<file path="src/rtl/aidan_mcnay_prime_seq.sv">
// Trial-division primality sequencer: drives candidate/divisor pairs into an external
// remainder unit and reports a one-bit verdict per accepted number.
module aidan_mcnay_prime_seq #(
  parameter int nbits = 16
) (
  input  logic             clk,
  input  logic             reset,
  input  logic [nbits-1:0] num,
  input  logic             istream_val,
  output logic             istream_rdy,
  output logic [nbits-1:0] div_opa,
  output logic [nbits-1:0] div_opb,
  output logic             div_req_val,
  input  logic             div_req_rdy,
  input  logic [nbits-1:0] div_result,
  input  logic             div_resp_val,
  output logic             div_resp_rdy,
  output logic             is_prime,
  output logic             ostream_val,
  input  logic             ostream_rdy
);

  localparam logic [2:0] IDLE  = 3'd0;
  localparam logic [2:0] CHECK = 3'd1;
  localparam logic [2:0] REQ   = 3'd2;
  localparam logic [2:0] WAIT  = 3'd3;
  localparam logic [2:0] DONE  = 3'd4;

  logic [2:0]       state;
  logic [nbits-1:0] n_reg;
  logic [nbits-1:0] d_reg;
  logic [nbits:0]   sq_reg;

  // sq_reg tracks d_reg^2; (d+1)^2 = d^2 + 2d + 1 avoids a multiplier.
  logic [nbits:0] sq_next;
  logic [nbits:0] n_ext;

  assign sq_next = sq_reg + {d_reg, 1'b0} + (nbits+1)'(1);
  assign n_ext   = {1'b0, n_reg};

  // Moore outputs: every handshake signal is a pure function of state.
  assign istream_rdy  = (state == IDLE);
  assign div_req_val  = (state == REQ);
  assign div_resp_rdy = (state == WAIT);
  assign ostream_val  = (state == DONE);
  assign div_opa      = n_reg;
  assign div_opb      = d_reg;

  // NOTE: state registers use non-blocking assignments so every branch reads the
  // pre-edge values of n_reg/d_reg/sq_reg regardless of statement order.
  always_ff @(posedge clk) begin
    if (reset) begin
      state    <= IDLE;
      n_reg    <= '0;
      d_reg    <= '0;
      sq_reg   <= '0;
      is_prime <= 1'b0;
    end else begin
      case (state)
        IDLE: begin
          if (istream_val) begin
            n_reg  <= num;
            d_reg  <= nbits'(2);
            sq_reg <= (nbits+1)'(4);
            state  <= CHECK;
          end
        end
        CHECK: begin
          if (n_reg < nbits'(2)) begin
            is_prime <= 1'b0;
            state    <= DONE;
          end else if (sq_reg > n_ext) begin
            is_prime <= 1'b1;
            state    <= DONE;
          end else begin
            state <= REQ;
          end
        end
        REQ: begin
          if (div_req_rdy) state <= WAIT;
        end
        WAIT: begin
          if (div_resp_val) begin
            if (div_result == '0) begin
              is_prime <= 1'b0;
              state    <= DONE;
            end else begin
              sq_reg <= sq_next;
              d_reg  <= d_reg + nbits'(1);
              state  <= CHECK;
            end
          end
        end
        DONE: begin
          if (ostream_rdy) state <= IDLE;
        end
        default: state <= IDLE;
      endcase
    end
  end

endmodule

</file>
<file path="config.mk">
export PLATFORM = sky130hd
export DESIGN_NAME = aidan_mcnay_prime_seq
export DESIGN_NICKNAME = d
export VERILOG_FILES = /design/src/rtl/aidan_mcnay_prime_seq.sv
export SDC_FILE = /design/constraint.sdc
export NUM_CORES = 1
export LEC_CHECK = 0
export CORE_MARGIN = 2
export CORE_UTILIZATION = 40
export DETAILED_ROUTE_END_ITERATION = 7
export GPL_TIMING_DRIVEN = 1
export PLACE_DENSITY = 0.74
export SLEW_MARGIN = 20
export SYNTH_ARGS = -nofsm -noshare
export SYNTH_HDL_FRONTEND = slang
export SYNTH_SLANG_ARGS = --single-unit
</file>
<file path="constraint.sdc">
create_clock -name clk -period 5.55 [get_ports clk]
set_input_delay 0.8325 -clock clk [delete_from_list [all_inputs] [get_ports clk]]
set_output_delay 0.8325 -clock clk [all_outputs]
set_load 0.01 [all_outputs]
</file>
Yosys cells after proc, flatten, opt, wreduce, memory -nomap -nowiden
Index checks and enable logic that the tools add are counted.
Cells by class
  muxes and demuxes: 21
  multiply operators: 0
  equal/unequal tests: 11
  $add $sub $neg: 3
  divide/modulo/power cells: 0
  shift-type cells: 0
  $lt $le $gt $ge: 2
  reductions and logical operators: 8
  bitwise operators: 0
Operators with widths (number)
  two-way mux 17 bit: 3
  two-way mux 16 bit: 3
  one-hot mux 17 bit (2 select lines): 1
  one-hot mux 16 bit (2 select lines): 1
  two-way mux 3 bit: 7
  adder 17 x 1 -> 17 bit (second input constant): 1
  adder 17 bit: 1
  > comparator 17 x 16 -> 1 bit: 1
  adder 16 x 1 -> 16 bit (second input constant): 1
  logical NOT 16 bit: 1
  < comparator 16 x 2 -> 1 bit (second input constant): 1
  one-hot mux 3 bit (5 select lines): 1
  AND reduction 4 bit: 3
  == test 3 x 2 -> 1 bit (second input constant): 2
  inequality test 2 x 1 -> 1 bit (second input constant): 3
  inequality test 2 bit (second input constant): 3
  two-way mux 1 bit: 4
  nonzero test 2 bit: 2
  == test 3 x 1 -> 1 bit (second input constant): 1
  == test 3 bit (second input constant): 1
  logical NOT 3 bit: 1
  inequality test 3 bit (second input constant): 1
  one-hot mux 1 bit (2 select lines): 1
  AND reduction 2 bit: 1
Word-level totals
  memory bits (read-only): 0
  input port bits: 38
  memory bits (writable): 0
  logic and storage cells: 50
  memories: 0
  bits in latches: 0
  register bits: 53

Logic depth before layout (Yosys ltp)
Gate-level depths: netlist of the first run.
  word-level depth: 5
  depth in mapped cells: 8
  depth with buffers taken out: 8

Least setup slack after synthesis of the first run
Ideal clock, no wire load.
  kind: flip-flop to flip-flop
  start point: register n_reg[11] (netlist: div_opa[11])
  end point: register state[1]
  cell stages (with the launch flop): 9
  data arrival time: 2034 ps
  slack: 3392 ps
  required time: 5427 ps
  buffers on the path: 0
  clock period less this slack: 2158 ps
  cells stage by stage: dfxtp_1 > inv_1 > ha_1 > nand3_1 > or4_4 > o41a_1 > o31ai_2 > o21a_1 > o32ai_1
On the way
  word-level cells in the longest chain between the ends: 4
  elaborated cells on any way between the ends: 5
  those cells by class: 2 x order compare; 3 x mux
Ends and longest elaborated chain
  from (decl): RTL line 30  | logic [nbits-1:0] n_reg;
  from (signal assigned): RTL line 62  | n_reg <= num;
  > comparator 17 x 16 -> 1 bit: RTL line 72  | end else if (sq_reg > n_ext) begin
  two-way mux 3 bit: RTL line 72
  two-way mux 3 bit *: RTL line 69  | if (n_reg < nbits'(2)) begin
  one-hot mux 3 bit (5 select lines) *: RTL line 59  | case (state)
  to (signal assigned): RTL line 71  | state <= DONE;
  to (signal assigned): RTL line 74  | state <= DONE;
  to (signal assigned): RTL line 76  | state <= REQ;
  to (decl): RTL line 29  | logic [2:0] state;
Mark *: on every way between the ends. The rest lies on a longest branch, timed or not.
A chain may end at the register's enable or synchronous reset.

Final worst setup path of the first run
  start point: register state[2]
  end point: output port ostream_val
On the way
  word-level cells in the longest chain between the ends: 1
Ends and longest elaborated chain
  from (signal assigned): RTL line 53  | state <= IDLE;
  from (signal assigned): RTL line 65  | state <= CHECK;
  from (signal assigned): RTL line 71
  == test 3 bit: RTL line 45  | assign ostream_val = (state == DONE);
  to (decl): RTL line 19  | output logic ostream_val,
Every way passes these cells.

==> results of run 1 <==
layout make-up:
class	instances	share of cell area (%)
Multi-Input combinational cell	333	51.0
Timing Repair Buffer	75	17.1
Clock buffer	6	1.89
Inverter	22	1.89
Tap cell	105	3.00
Clock inverter	2	0.858
Sequential cell	53	24.3
placed cells by master (no fill, tap or decap), types with 4 or more instances in the layout:
cell             synthesis  layout
a21oi_1                 37      37
nand2_1                 52      52
xnor2_1                 20      20
clkdlybuf4s50_1          0      74
clkbuf_8                 3       6
a211oi_1                 5       5
dfxtp_1                 53      53
ha_1                    32      32
nor2b_1                  4       4
nand3_1                 11      11
o21ai_0                 15      15
nor3_1                  10      10
xor2_1                   7       7
nor2_1                  42      42
a21o_1                   5       5
a22o_1                   7       7
nand4_1                  7       7
a22oi_1                  8       8
nor4_1                  15      15
nand2b_1                 4       4
inv_1                   21      21
power by group:
group / switching [uW] / internal, uW / leakage [uW]
clock network: 127 / 147 / 0.0000574
registers: 34.1 / 402 / 0.000430
logic: 142 / 123 / 0.00116
through the flow:
step | setup WS [ns] | power [uW] | instance area, sq um
floorplan | 3.39 | 608 | 3470
global placement | 2.47 | 702 | 4250
detailed placement | 2.42 | 707 | 4250
CTS | 2.41 | 979 | 4370
global route | 2.24 | 1020 | 4370
finish | 2.39 | 975 | 4370
layer usage:
metal / GRT usage [%] / vias up / routed length (microns)
met2: 29.1 / 88 / 3870
li1: - / 1664 / -
met3: 2.59 / 9 / 372
met4: 4.77 / 0 / 114
met1: 24.2 / 1447 / 4130
met5: 0 / - / 0
cell families (layout without fill, tap and decap cells):
group / Yosys count / after routing
AO/OA/AOI/OAI: 109 / 109
XOR/XNOR: 27 / 27
adder cells (fa/ha/maj): 33 / 33
buffers and inverters: 36 / 105
flip-flops: 53 / 53
multiplexers: 1 / 1
AND/OR/NAND/NOR: 163 / 163
path summary, 6_finish.rpt:
kind,end,slack [ns],cells past startpoint,start
max,ostream_val,2.39,3,state[2]
min,div_opa[13],0.50,2,div_opa[13]
max reg2reg,sq_reg[14],3.20,7,div_opb[0]
min reg2reg,div_opa[13],0.50,2,div_opa[13]
worst max-delay path, stage by stage, from the launching register on:
cell and delay (ns):
dfxtp_1 0.69, clkinv_1 0.42, nor3_1 0.32, clkdlybuf4s50_1 0.59
==> impl_metrics.tcl, run 1 <==
set metrics [dict create \
    outcome "completed" \
    cts_made_buffers 5 \
    whs_ns 0.496 \
    io_buffers 74 \
    post-dp-hpwl_mm 6.81 \
    synth_top_area_cell "dfxtp_1" \
    dp_cells 588 \
    cts_hold_buf 0 \
    maxCapViolCount 0 \
    final_layout_size_suffix_gt1_share_pct 5.50 \
    finalCritPeriodShare_pct 57.0 \
    path_clk_slew_ns 0.10 \
    fillers 753 \
    synth_most_common_cell "dfxtp_1" \
    cts.sinks 53 \
    drcViolationCount 0 \
    synth_top_family_by_area "simple AND/OR/NAND/NOR gates" \
    cp-start-kind "flop" \
    ys_top_cells_by_area "dfxtp_1, ha_1, nand2_1, a21oi_1, xnor2_1" \
    synth_mux_area_share_pct 0.289 \
    critPathRequiredTime_ns 4.72 \
    ys_seq_area_share_pct 30.6 \
    vias 3208 \
    root_buffer "clkbuf_8" \
    synth_area_per_cell_sq_um 8.22 \
    hold_path_class "reg -> reg" \
    synth_top_area_share_pct 30.6 \
    final-hold-violation-count 0 \
    synth_cell_type_count 62 \
    end_kind "output pin" \
    post-route-min-period_ns 3.16 \
    synth_warnings 0 \
    p_per_area_nw_per_um2 223 \
    grt_usage_pct 17.7 \
    peakVddDrop_v 0.000114 \
    syn_area_sq_um 3470 \
    skew_ns 0.00854 \
    postCtsSetupRepairBufs 0 \
    synthXorXnorAreaFrac_pct 6.82 \
    postRouteAntennaNets 0 \
    grt_pass1_wl_mm 14.1 \
    ys.flop_type "dfxtp_1" \
    register_area_sq_um 1060 \
    async_reset_ff_share_pct 0 \
    initialDrtViolationCount 167 \
    final_nets 561 \
    rows 33 \
    crit_type "reg -> out" \
    core-area_sq_um 8300 \
    die_x_microns 97.1 \
    antenna_found_initial 0 \
    instances_no_fill 596 \
    start_util_pct 41.8 \
    dr.pass1.iters 5 \
    crit_fanout 16 \
    multi_input_area_sq_um 2230 \
    gp_congestion 0.892 \
    synth_compound_area_share_pct 22.0 \
    arrival_ns 2.33 \
    report.final.slew_viol_count 0 \
    grt_max_degree 26 \
    die-area_sq_um 9430 \
    cts_tree "built" \
    max_freq_mhz 316 \
    diodes 0 \
    routed_wl_mm 8.49 \
    finalSetupViolCount 0 \
    clk_latency_ns 0.31 \
    synth-edff-count 0 \
    rsz0062_at_grt "no" \
    viasPerCell 5.38 \
    clk_path_buf_depth 2 \
    leakage_uw 0.00165 \
    setup-tns-final_ns 0 \
    final_util_pct 52.7 \
    worst_slew_margin_rel_pct 42.0 \
    ys_ff_latch 53 \
    post_drt_wl_per_cell_microns 14.3 \
    overflow 0 \
    syn_inst 422 \
    post_cts_resized 0 \
    fp.dieH_microns 97.1 \
    synth_fa_ha_area_share_pct 12.1 \
    tightest_slew_ns 0.867 \
    area_growth_pct 26.1 \
    yosys.area_share.simple_pct 23.1 \
    cts_htree_levels 2 \
    synthTopCellsByCount "dfxtp_1, nand2_1, nor2_1, a21oi_1, ha_1" \
    syn_nets 493 \
    first_global_vias 2990 \
    largest_reg_flops 17 \
    pin_count 75 \
]
Power figures use the tool's default switching activity.
==> inputs of run 2 (changes only) <==
clock period = 3 ns   (was 5.55 ns; I/O delays follow)
==> impl_metrics.tcl, run 2 (synthesis gave the netlist of run 1 again) <==
set metrics [dict create \
    outcome "completed" \
    crit_fanout 16 \
    final_util_pct 52.9 \
    worst_slew_margin_rel_pct 51.8 \
    report.final.slew_viol_count 0 \
    diodes 0 \
    setup-tns-final_ns 0 \
    post_drt_wl_per_cell_microns 14.8 \
    r2r_slack_ns 0.68 \
    grt_pass1_wl_mm 15.0 \
    p_per_area_nw_per_um2 398 \
    start_util_pct 41.8 \
    cts_hold_buf 0 \
    core-area_sq_um 8300 \
    timing.rr.start "div_opb[0]" \
    skew_ns 0.00520 \
    intPower_uw 1170 \
    r2r_cells 7 \
    finalSetupViolCount 0 \
    post-route-min-period_ns 2.53 \
    postCtsSetupRepairBufs 0 \
    hold_path_class "reg -> reg" \
    fillers 750 \
    grt_max_degree 20 \
    cts_made_buffers 5 \
    startpoint "state[2]" \
    critPathRequiredTime_ns 2.55 \
    area_growth_pct 26.7 \
    io_buffers 74 \
    end_kind "output pin" \
    initialDrtViolationCount 149 \
    routed_wl_mm 8.88 \
    postRouteAntennaNets 0 \
    gp_congestion 0.917 \
    final_cell_mix "clkdlybuf4s50_1, dfxtp_1, nand2_1" \
    cts_htree_levels 2 \
    p_switching_uw 575 \
    final_nets 567 \
    fp.dieH_microns 97.1 \
    clockPowerShare_pct 24.7 \
    drcViolationCount 0 \
    final-hold-violation-count 0 \
    post-dp-hpwl_mm 7.07 \
    leakage_uw 0.00167 \
    crit_type "reg -> out" \
    seq_power_share_pct 46.1 \
    switching_share_pct 32.9 \
    die_x_microns 97.1 \
    final_layout_size_suffix_gt1_share_pct 6.64 \
    crit_path_end "ostream_val" \
    clk_path_buf_depth 2 \
    cts.sinks 53 \
    largest_reg_flops 17 \
    first_global_vias 3209 \
    post_cts_resized 0 \
    vias 3291 \
    finalCritPeriodShare_pct 84.4 \
    max_freq_mhz 395 \
    dr.pass1.iters 5 \
    die-area_sq_um 9430 \
    rows 33 \
    root_buffer "clkbuf_8" \
    clk_latency_ns 0.31 \
    multi_input_area_sq_um 2230 \
    antenna_found_initial 0 \
    whs_ns 0.491 \
    maxCapViolCount 0 \
    peakVddDrop_v 0.000246 \
    overflow 0 \
    path_clk_slew_ns 0.10 \
    tightest_slew_ns 0.721 \
    viasPerCell 5.47 \
    register_area_sq_um 1060 \
    finalInstanceArea_sq_um 4390 \
    pin_count 75 \
    rsz0062_at_grt "no" \
    combPwrFrac_pct 29.2 \
    r2r_end "sq_reg[14]" \
    cp-start-kind "flop" \
    p_total_uw 1750 \
    grt_usage_pct 18.9 \
    cts_tree "built" \
    layout_commonest_cell "clkdlybuf4s50_1" \
    arrival_ns 2.08 \
    post_dp_cell_area_sq_um 4300 \
]
## run 2: changes by cell type in the layout (fill, tap and decap cells not counted), sizes merged
cell / delta
clkinvlp: -1
clkinv: +2
bufinv: -1
buf: +6
## run 2: cell type report
cell class / instances / share of cell area, %
Inverter: 22 / 1.88
Timing Repair Buffer: 81 / 18.1
Tap cell: 105 / 2.99
Clock buffer: 6 / 1.88
Clock inverter: 2 / 0.313
Sequential cell: 53 / 24.1
Multi-Input combinational cell: 333 / 50.7
## run 2: power by group through the flow
stage	Clock, uW	Combinational, uW	Sequential, uW
CTS	437	508	806
global route	466	558	815
global placement	0	492	821
finish	431	510	806
floorplan	0	320	805
detailed placement	0	505	821
## run 2: worst min-delay path by stage
stage	start	end	slack, ns	cells after the start
finish	div_opa[13]	div_opa[13]	0.49	2
detailed placement	div_opa[13]	div_opa[13]	0.48	2
global route	div_opa[13]	div_opa[13]	0.52	2
floorplan	sq_reg[15]	sq_reg[15]	0.47	1
global placement	div_opa[13]	div_opa[13]	0.48	2
CTS	div_opa[13]	div_opa[13]	0.49	2
## run 2: critical path, stage by stage (launching register included)
cell and delay [ns]:
dfxtp_1 0.71, clkinv_1 0.20, nor3_1 0.28, clkdlybuf4s50_1 0.60
## run 2: through the flow
step | std cells | setup WS (ns)
floorplan | 422 | 0.842
global placement | 594 | 0.605
detailed placement | 594 | 0.583
CTS | 602 | 0.503
global route | 602 | 0.349
finish | 602 | 0.468
## run 2: routing by layer
metal  vias to the layer above  wire length (microns)  track usage [%]
met2                       106                   4120             31.2
met5                         -                      0                0
met1                      1497                   4150             25.7
li1                       1680                      -                -
met3                         8                    483             2.73
met4                         0                    133             5.53
==> inputs of run 3 (changes only) <==
PLACE_DENSITY = 0.77   (was 0.74)
clock period = 2.1 ns   (was 3 ns; I/O delays follow)
==> impl_metrics.tcl, run 3 (synthesis gave the netlist of run 1 again) <==
set metrics [dict create \
    cts_hold_buf 0 \
    grt_max_degree 21 \
    r2r_end "sq_reg[16]" \
    die-area_sq_um 9430 \
    cts_htree_levels 2 \
    antenna_found_initial 0 \
    first_global_vias 3410 \
    register_area_sq_um 1070 \
    rows 33 \
    combPwrFrac_pct 33.7 \
    path_clk_slew_ns 0.10 \
    hold_path_class "reg -> reg" \
    post_drt_wl_per_cell_microns 15.0 \
    post-dp-hpwl_mm 7.60 \
    tightest_slew_ns 0.591 \
    setup_slack_ns -0.0657 \
    clk_latency_ns 0.31 \
    core-area_sq_um 8300 \
    clk_path_buf_depth 2 \
    start_util_pct 41.8 \
    cts_made_buffers 5 \
    leakage_uw 0.00197 \
    rsz0062_at_grt "yes" \
    io_buffers 74 \
    root_buffer "clkbuf_8" \
    drcViolationCount 0 \
    worst_slew_margin_rel_pct 60.4 \
    switching_share_pct 33.3 \
    timing.rr.start "div_opb[0]" \
    dr.pass1.iters 4 \
    overflow 0 \
    grt_pass1_wl_mm 16.1 \
    min_path_cells 2 \
    intPower_uw 1780 \
    final_cell_mix "clkdlybuf4s50_1, buf_4, nand2_1" \
    max_freq_mhz 462 \
    arrival_ns 2.43 \
    holdPathEnd "div_opa[1]" \
    p_total_uw 2660 \
    p_switching_uw 886 \
    grt_usage_pct 20.6 \
    routed_wl_mm 9.79 \
    r2r_cells 8 \
    final_util_pct 59.5 \
    final_layout_size_suffix_gt1_share_pct 20.3 \
    area_growth_pct 42.5 \
    vias 3547 \
    die_x_microns 97.1 \
    postRouteAntennaNets 0 \
    post-route-min-period_ns 2.17 \
    viasPerCell 5.45 \
    violations "negative setup slack" \
    report.final.slew_viol_count 0 \
    crit_fanout 3 \
    finalSetupViolCount 3 \
    fp.dieH_microns 97.1 \
    p_per_area_nw_per_um2 539 \
    cp-start-kind "flop" \
    largest_reg_flops 17 \
    outcome "complete, but fails checks" \
    final_nets 616 \
    peakVddDrop_v 0.000321 \
    seq_power_share_pct 42.6 \
    pin_count 75 \
    finalCritPeriodShare_pct 103 \
    crit_type "reg -> reg" \
    multi_input_area_sq_um 2390 \
    layout_commonest_cell "clkdlybuf4s50_1" \
    r2r_slack_ns -0.07 \
    clockPowerShare_pct 23.7 \
    skew_ns 0.0108 \
    cts.sinks 53 \
    final-hold-violation-count 0 \
    critPathRequiredTime_ns 2.36 \
    cts_tree "built" \
    maxCapViolCount 0 \
    end_kind "flop" \
    fillers 722 \
    diodes 0 \
    gp_congestion 0.959 \
    worstHoldStart "div_opa[1]" \
    initialDrtViolationCount 205 \
]
## run 3: cell count changes in the layout (fill, tap and decap cells not counted), moves of 2 or more
cell,previous run,this run
nor3_1,10,7
nor4_1,15,12
nor3_2,2,4
nor4_2,0,3
dfxtp_1,53,44
buf_4,7,56
ha_1,32,28
a211oi_1,5,3
clkinvlp_4,0,2
o21ai_0,15,12
ha_4,0,4
o21ai_1,1,4
dfxtp_2,0,9
## run 3: worst max path at each step
stage                   start          to  slack [ns]  cells past startpoint
2_1_floorplan      div_opa[9]    state[1]       -0.02                      8
3_3_place_gp   div_result[10]  sq_reg[10]       -0.11                      8
3_5_place_dp    div_result[9]  sq_reg[10]       -0.18                      8
4_1_cts            div_opb[0]  sq_reg[16]       -0.04                      8
5_1_grt            div_opb[0]  sq_reg[16]       -0.17                      8
6_report           div_opb[0]  sq_reg[16]       -0.07                      8
## run 3: area by class of cell
class,instances,share of cell area [%]
Multi-Input combinational cell,333,48.4
Timing Repair Buffer,130,23.5
Sequential cell,53,21.7
Tap cell,105,2.66
Inverter,22,1.75
Clock buffer,6,1.67
Clock inverter,2,0.329
## run 3: metal layers
metal / wire, microns / GRT usage [%] / up-vias
met5: 0 / 0 / -
li1: - / - / 1775
met3: 414 / 3.02 / 17
met1: 4640 / 28.6 / 1659
met2: 4510 / 32.8 / 96
met4: 218 / 7.15 / 0
## run 3: worst max-delay path: stages (launching register included)
cell,delay (ns)
dfxtp_2,0.35
fa_2,0.42
a211oi_4,0.26
o21ai_2,0.12
a2111oi_4,0.39
buf_4,0.20
o2111ai_4,0.11
a31o_1,0.20
nand3_1,0.06
## run 3: power by group through the flow
stage	clock (uW)	combinational (uW)	sequential [uW]
4_1_cts	631	869	1130
3_3_place_gp	0	812	1140
5_1_grt	670	978	1140
2_1_floorplan	0	457	1150
6_report	630	898	1130
3_5_place_dp	0	834	1150
## run 3: through the flow
step / hold WS (ns) / setup TNS (ns) / cells / worst slack, ns / cell area (sq um)
2_1_floorplan: 0.443 / -0.0249 / 422 / -0.0249 / 3470
3_3_place_gp: 0.486 / -1.76 / 641 / -0.106 / 4660
3_5_place_dp: 0.494 / -4.16 / 641 / -0.180 / 4660
4_1_cts: 0.511 / -0.0716 / 650 / -0.0425 / 4840
5_1_grt: 0.532 / -0.607 / 651 / -0.169 / 4940
6_report: 0.515 / -0.138 / 651 / -0.0657 / 4940
## run 3: timing repair
| action | 4_1_cts | 5_1_grt |
|---|---|---|
| pin swaps | 8 | 5 |
| resized for setup | 14 | 21 |
| endpoints found under the hold margin | 0 | 0 |
| setup endpoints to repair | 8 | 31 |
| setup buffers | 1 | 1 |
==> patch 1: new RTL, config.mk and constraints of run 2 <==
Change the parameter `nbits` from 16 to 32.
--- a/src/rtl/aidan_mcnay_prime_seq.sv
+++ b/src/rtl/aidan_mcnay_prime_seq.sv
@@ -3,3 +3,3 @@
 module aidan_mcnay_prime_seq #(
-  parameter int nbits = 16
+  parameter int nbits = 32
 ) (
Ports: changed (resized div_opa, div_opb, div_result and num); port bits go from 75 to 139. The function was not compared with the original's and may differ.
==> patch 1 against run 2 <==
  * Setup slack worse by 240 ps
  * Hold slack worse by 170 ps
  * Sequential cell count up 48
  * Critical endpoint is now sq_reg[26]
  * Wire length up 100%
  * Final area up 90%
  * Area after synthesis up 85%
  * Via count up 92%
  * Total power up 79%
  * Synthesized cell count up 95%
  * Fmax down 8.6%
  * Largest power group unchanged
==> patch 1: results (changes against run 2) <==
* Max reg flops at 33 (+16)
* Sequential share of the synthesized area at 31.6% (+0.99 points)
* Crit path kind: flip-flop to flip-flop
* Outcome: finished clean
* Crit-path max FO at 3 (-13)
* Number of I/O port buffers at 138 (+86%)
* Placed inst area at 0.00807 mm2 (+88%)
* Critical R2R Launch: div_opb[0]
* Post-Syn Area per Cell at 7.77 um2 (-5.5%)
* Starting DRC count in detailed routing at 434 (+190%)
* Clock net power at 1.14 mW (+160%)
* Hold Path Class: primary input to flip-flop
* First-pass GRT wire length at 29700 um (+99%)
* Critical Path AT at 3010 ps (+930 ps)
* Netlist cell types at 59 (-4.8%)
* Layout cell share with drive strength beyond 1 at 5.07% (-1.6 points)
* Clock slew at reported path FFs at 70 ps (-30 ps)
* Via count at 6308 (+92%)
* Worst vdd ir at 249 uV (+1.0%)
* Largest net degree at the start of global routing at 57 (+190%)
* Htree depth at 3 (+1)
* Clock skew at 9.29 ps (+4.09 ps)
* Warnings, synthesis at 0 (unchanged)
* Commonest cells post-synth: nand2_1 (123), dfxtp_1 (101), a21oi_1 (95)
* Pre-CTS setup slack at 150 ps (-433 ps)
* Global Route Usage Sum at 21.9% (+3.0 points)
* Flop pwr share at 46.0% (about the same)
* Final GP Congestion at 0.908 (-0.94%)
* Fmax achieved at 361 MHz (-8.6%)
* Routed WL per cell at 15.3 um (+3.4%)
* Latest clock arrival within the worst-skew pair at 360 ps (+50 ps)
* Slew HR at 39.6% (-12 points)
* Syn Nets at 959 (+95%)
* Num CTS Buffers at 9 (+4)
* Total power draw at 3.13 mW (+79%)
* Clock Root Buffer: clkbuf_16
* Leakage at 3.35 nW (+100%)
* Final hold slack at 326 ps (-165 ps)
* Final wirelength at 18000 um (+100%)
* Area contributors post-synth: dfxtp_1 (32%), ha_1 (13%), a21oi_1 (7.4%), nand2_1 (7.2%), nor2_1 (3.5%)
* Worst setup path endpoint: sq_reg[26]
* Nets at 1097 (+93%)
* Clock buffer depth at 2 (unchanged)
* Sw Ratio at 28.8% (-4.1 points)
* Max stage delay on crit path at 480 ps (-230 ps)
* Async set-reset flop share out of synthesis at 0% (unchanged)
* Top delay family on crit path: compound AO/OA/AOI/OAI gates
* Vias in the first global route at 5897 (+84%)
* Cells after DPL at 1167 (+96%)
* Post-DP HPWL at 14000 um (+98%)
* Diode count at 0 (unchanged)
* R2r setup slk at 230 ps (-450 ps)
* Crit path max-delay cell type: fa_1
==> patch 1: cell types whose count changed after synthesis, moves of 21 or more <==
| cell | delta |
|---|---|
| nand2_1 | +71 |
| a21oi_1 | +58 |
| dfxtp_1 | +48 |
| ha_1 | +32 |
| inv_1 | +27 |
| nand3_1 | +21 |
==> patch 1: area by class of cell <==
type	instances	area (um2)
Clock inverter	6	53.8
Multi-Input combinational cell	647	4090
Sequential cell	101	2020
Timing Repair Buffer	155	1500
Fill cell	1554	7420
Inverter	48	180
Tap cell	216	270
Clock buffer	9	225
==> patch 1: cells by family (layout without fill, tap and decap cells) <==
kind of cell / count (synthesis) / count (layout) / share of synthesized area [%]
AO/OA/AOI/OAI: 223 / 223 / 21.6
flip-flops: 101 / 101 / 31.6
multiplexers: 3 / 3 / 0.469
buffers and inverters: 76 / 218 / 4.52
AND/OR/NAND/NOR: 314 / 314 / 23.2
XOR/XNOR: 42 / 42 / 5.75
adder cells (fa/ha/maj): 65 / 65 / 12.8
==> patch 1: what timing repair did <==
action                                  in CTS  in global routing
resized for setup                            0                  1
hold buffers                                 0                  0
endpoints found under the setup margin       0                  3
hold endpoints to repair                     0                  0
setup buffers                                0                  0
==> patch 1: routing by layer <==
layer  track usage (%)  vias up  routed length [um]
met5                 0        -                   0
met2              33.7      173                7830
li1                  -     3225                   -
met3              4.32       20                1240
met1              31.3     2890                8690
met4              5.88        0                 265
==> patch 1: worst min-delay path by stage <==
stage                       to  startpoint  cells after the start
floorplan            sq_reg[5]   sq_reg[5]                      2
global placement      is_prime    is_prime                      2
detailed placement    is_prime    is_prime                      2
CTS                 sq_reg[12]       reset                      2
global route        sq_reg[12]       reset                      2
finish              sq_reg[12]       reset                      2
==> patch 2: new RTL, flow settings as in run 2 <==
Without the edit above. Add an input register stage for `div_req_rdy`, `div_result` and `div_resp_val`, cleared by the reset; this delays them by one clock. The other inputs are not delayed to match.
--- a/src/rtl/aidan_mcnay_prime_seq.sv
+++ b/src/rtl/aidan_mcnay_prime_seq.sv
@@ -27,2 +27,18 @@
   localparam logic [2:0] DONE  = 3'd4;
+
+  logic div_req_rdy_q;
+  logic [nbits-1:0] div_result_q;
+  logic div_resp_val_q;
+
+  always_ff @(posedge clk) begin
+    if (reset) begin
+      div_req_rdy_q  <= '0;
+      div_result_q   <= '0;
+      div_resp_val_q <= '0;
+    end else begin
+      div_req_rdy_q  <= div_req_rdy;
+      div_result_q   <= div_result;
+      div_resp_val_q <= div_resp_val;
+    end
+  end
 
@@ -79,7 +95,7 @@
         REQ: begin
-          if (div_req_rdy) state <= WAIT;
+          if (div_req_rdy_q) state <= WAIT;
         end
         WAIT: begin
-          if (div_resp_val) begin
-            if (div_result == '0) begin
+          if (div_resp_val_q) begin
+            if (div_result_q == '0) begin
               is_prime <= 1'b0;
Function: changed (a bounded check fails within 4 cycles, from zero or initial values and one cycle with reset high).
==> patch 2 against run 2 <==
  * Largest power group unchanged
  * Die area increased by 7.5%
  * Clock power increased by 92%
  * Setup slack got worse by 150 ps
  * Total power grew 58%
  * Final area rose by 9.1%
  * Wire length is 2.7% lower
  * Area after synthesis up 7.9%
  * Sequential cell count rose by 18
==> patch 2: results (changes against run 2) <==
* Met3 usage at 5.20% (+2.5 points)
* Crit-path max FO at 7 (-9)
* Hold endpoint: sq_reg[1]
* First-pass GRT wire length at 14200 um (-5.1%)
* Max stage delay on crit path at 490 ps (-220 ps)
* Post-DP HPWL at 6780 um (-4.0%)
* GR Util met1 at 21.7% (-3.9 points)
* Met2 usage at 29.5% (-1.7 points)
* Tightest Pin Transition at 738 ps (+16.9 ps)
* Layout cell share with drive strength beyond 1 at 4.88% (-1.8 points)
* Pre-CTS setup slack at 330 ps (-253 ps)
* Vias in the first global route at 3113 (-3.0%)
* Global Route Usage Sum at 17.6% (-1.3 points)
* Worst setup path endpoint: sq_reg[16]
* Netlist cell types at 48 (-23%)
* Starting DRC count in detailed routing at 136 (-8.7%)
* Synth Area in Adders at 11.2% (-0.88 points)
* CP startpoint: div_opb[0]
* Layout filler cell count at 852 (+14%)
* DR WL met3 at 442 um (-8.5%)
* Part of the power in the clock network at 30.1% (+5.4 points)
* Sequential share of the synthesized area at 38.0% (+7.4 points)
* Placed inst area at 0.00458 mm2 (+6.6%)
* Outcome: finished clean
* Combinational power at 786 uW (+54%)
==> patch 2: changes by cell type after synthesis, sizes merged, moves of 7 or more <==
| cell | delta |
|---|---|
| nor4 | -7 |
| nor2b | +18 |
| nand2 | +10 |
| xnor2 | -8 |
| dfxtp | +18 |
| a22o | -7 |
==> patch 2: worst max-delay path, delay by kind of cell, from the launching register on <==
kind            cells  cell delay, ps
simple gates        1             130
compound gates      5            1440
xor+xnor            1             150
fa+ha+maj           1             490
flops               1             390
==> patch 2: metrics by stage <==
step | power [mW] | hold slack [ps]
2_1_floorplan | 1.62 | 451
3_3_place_gp | 1.93 | 480
3_5_place_dp | 1.95 | 485
4_1_cts | 2.78 | 422
5_1_grt | 2.93 | 425
6_report | 2.75 | 440
==> patch 2: cell type report <==
class                   count  share of cell area, %
inverters                  22                   1.72
multi-input cells         347                   45.5
well taps                 111                   2.90
repair buffers             77                   15.8
flip-flops and latches     71                   29.6
clock inverters             6                   1.77
clock buffers              10                   2.66
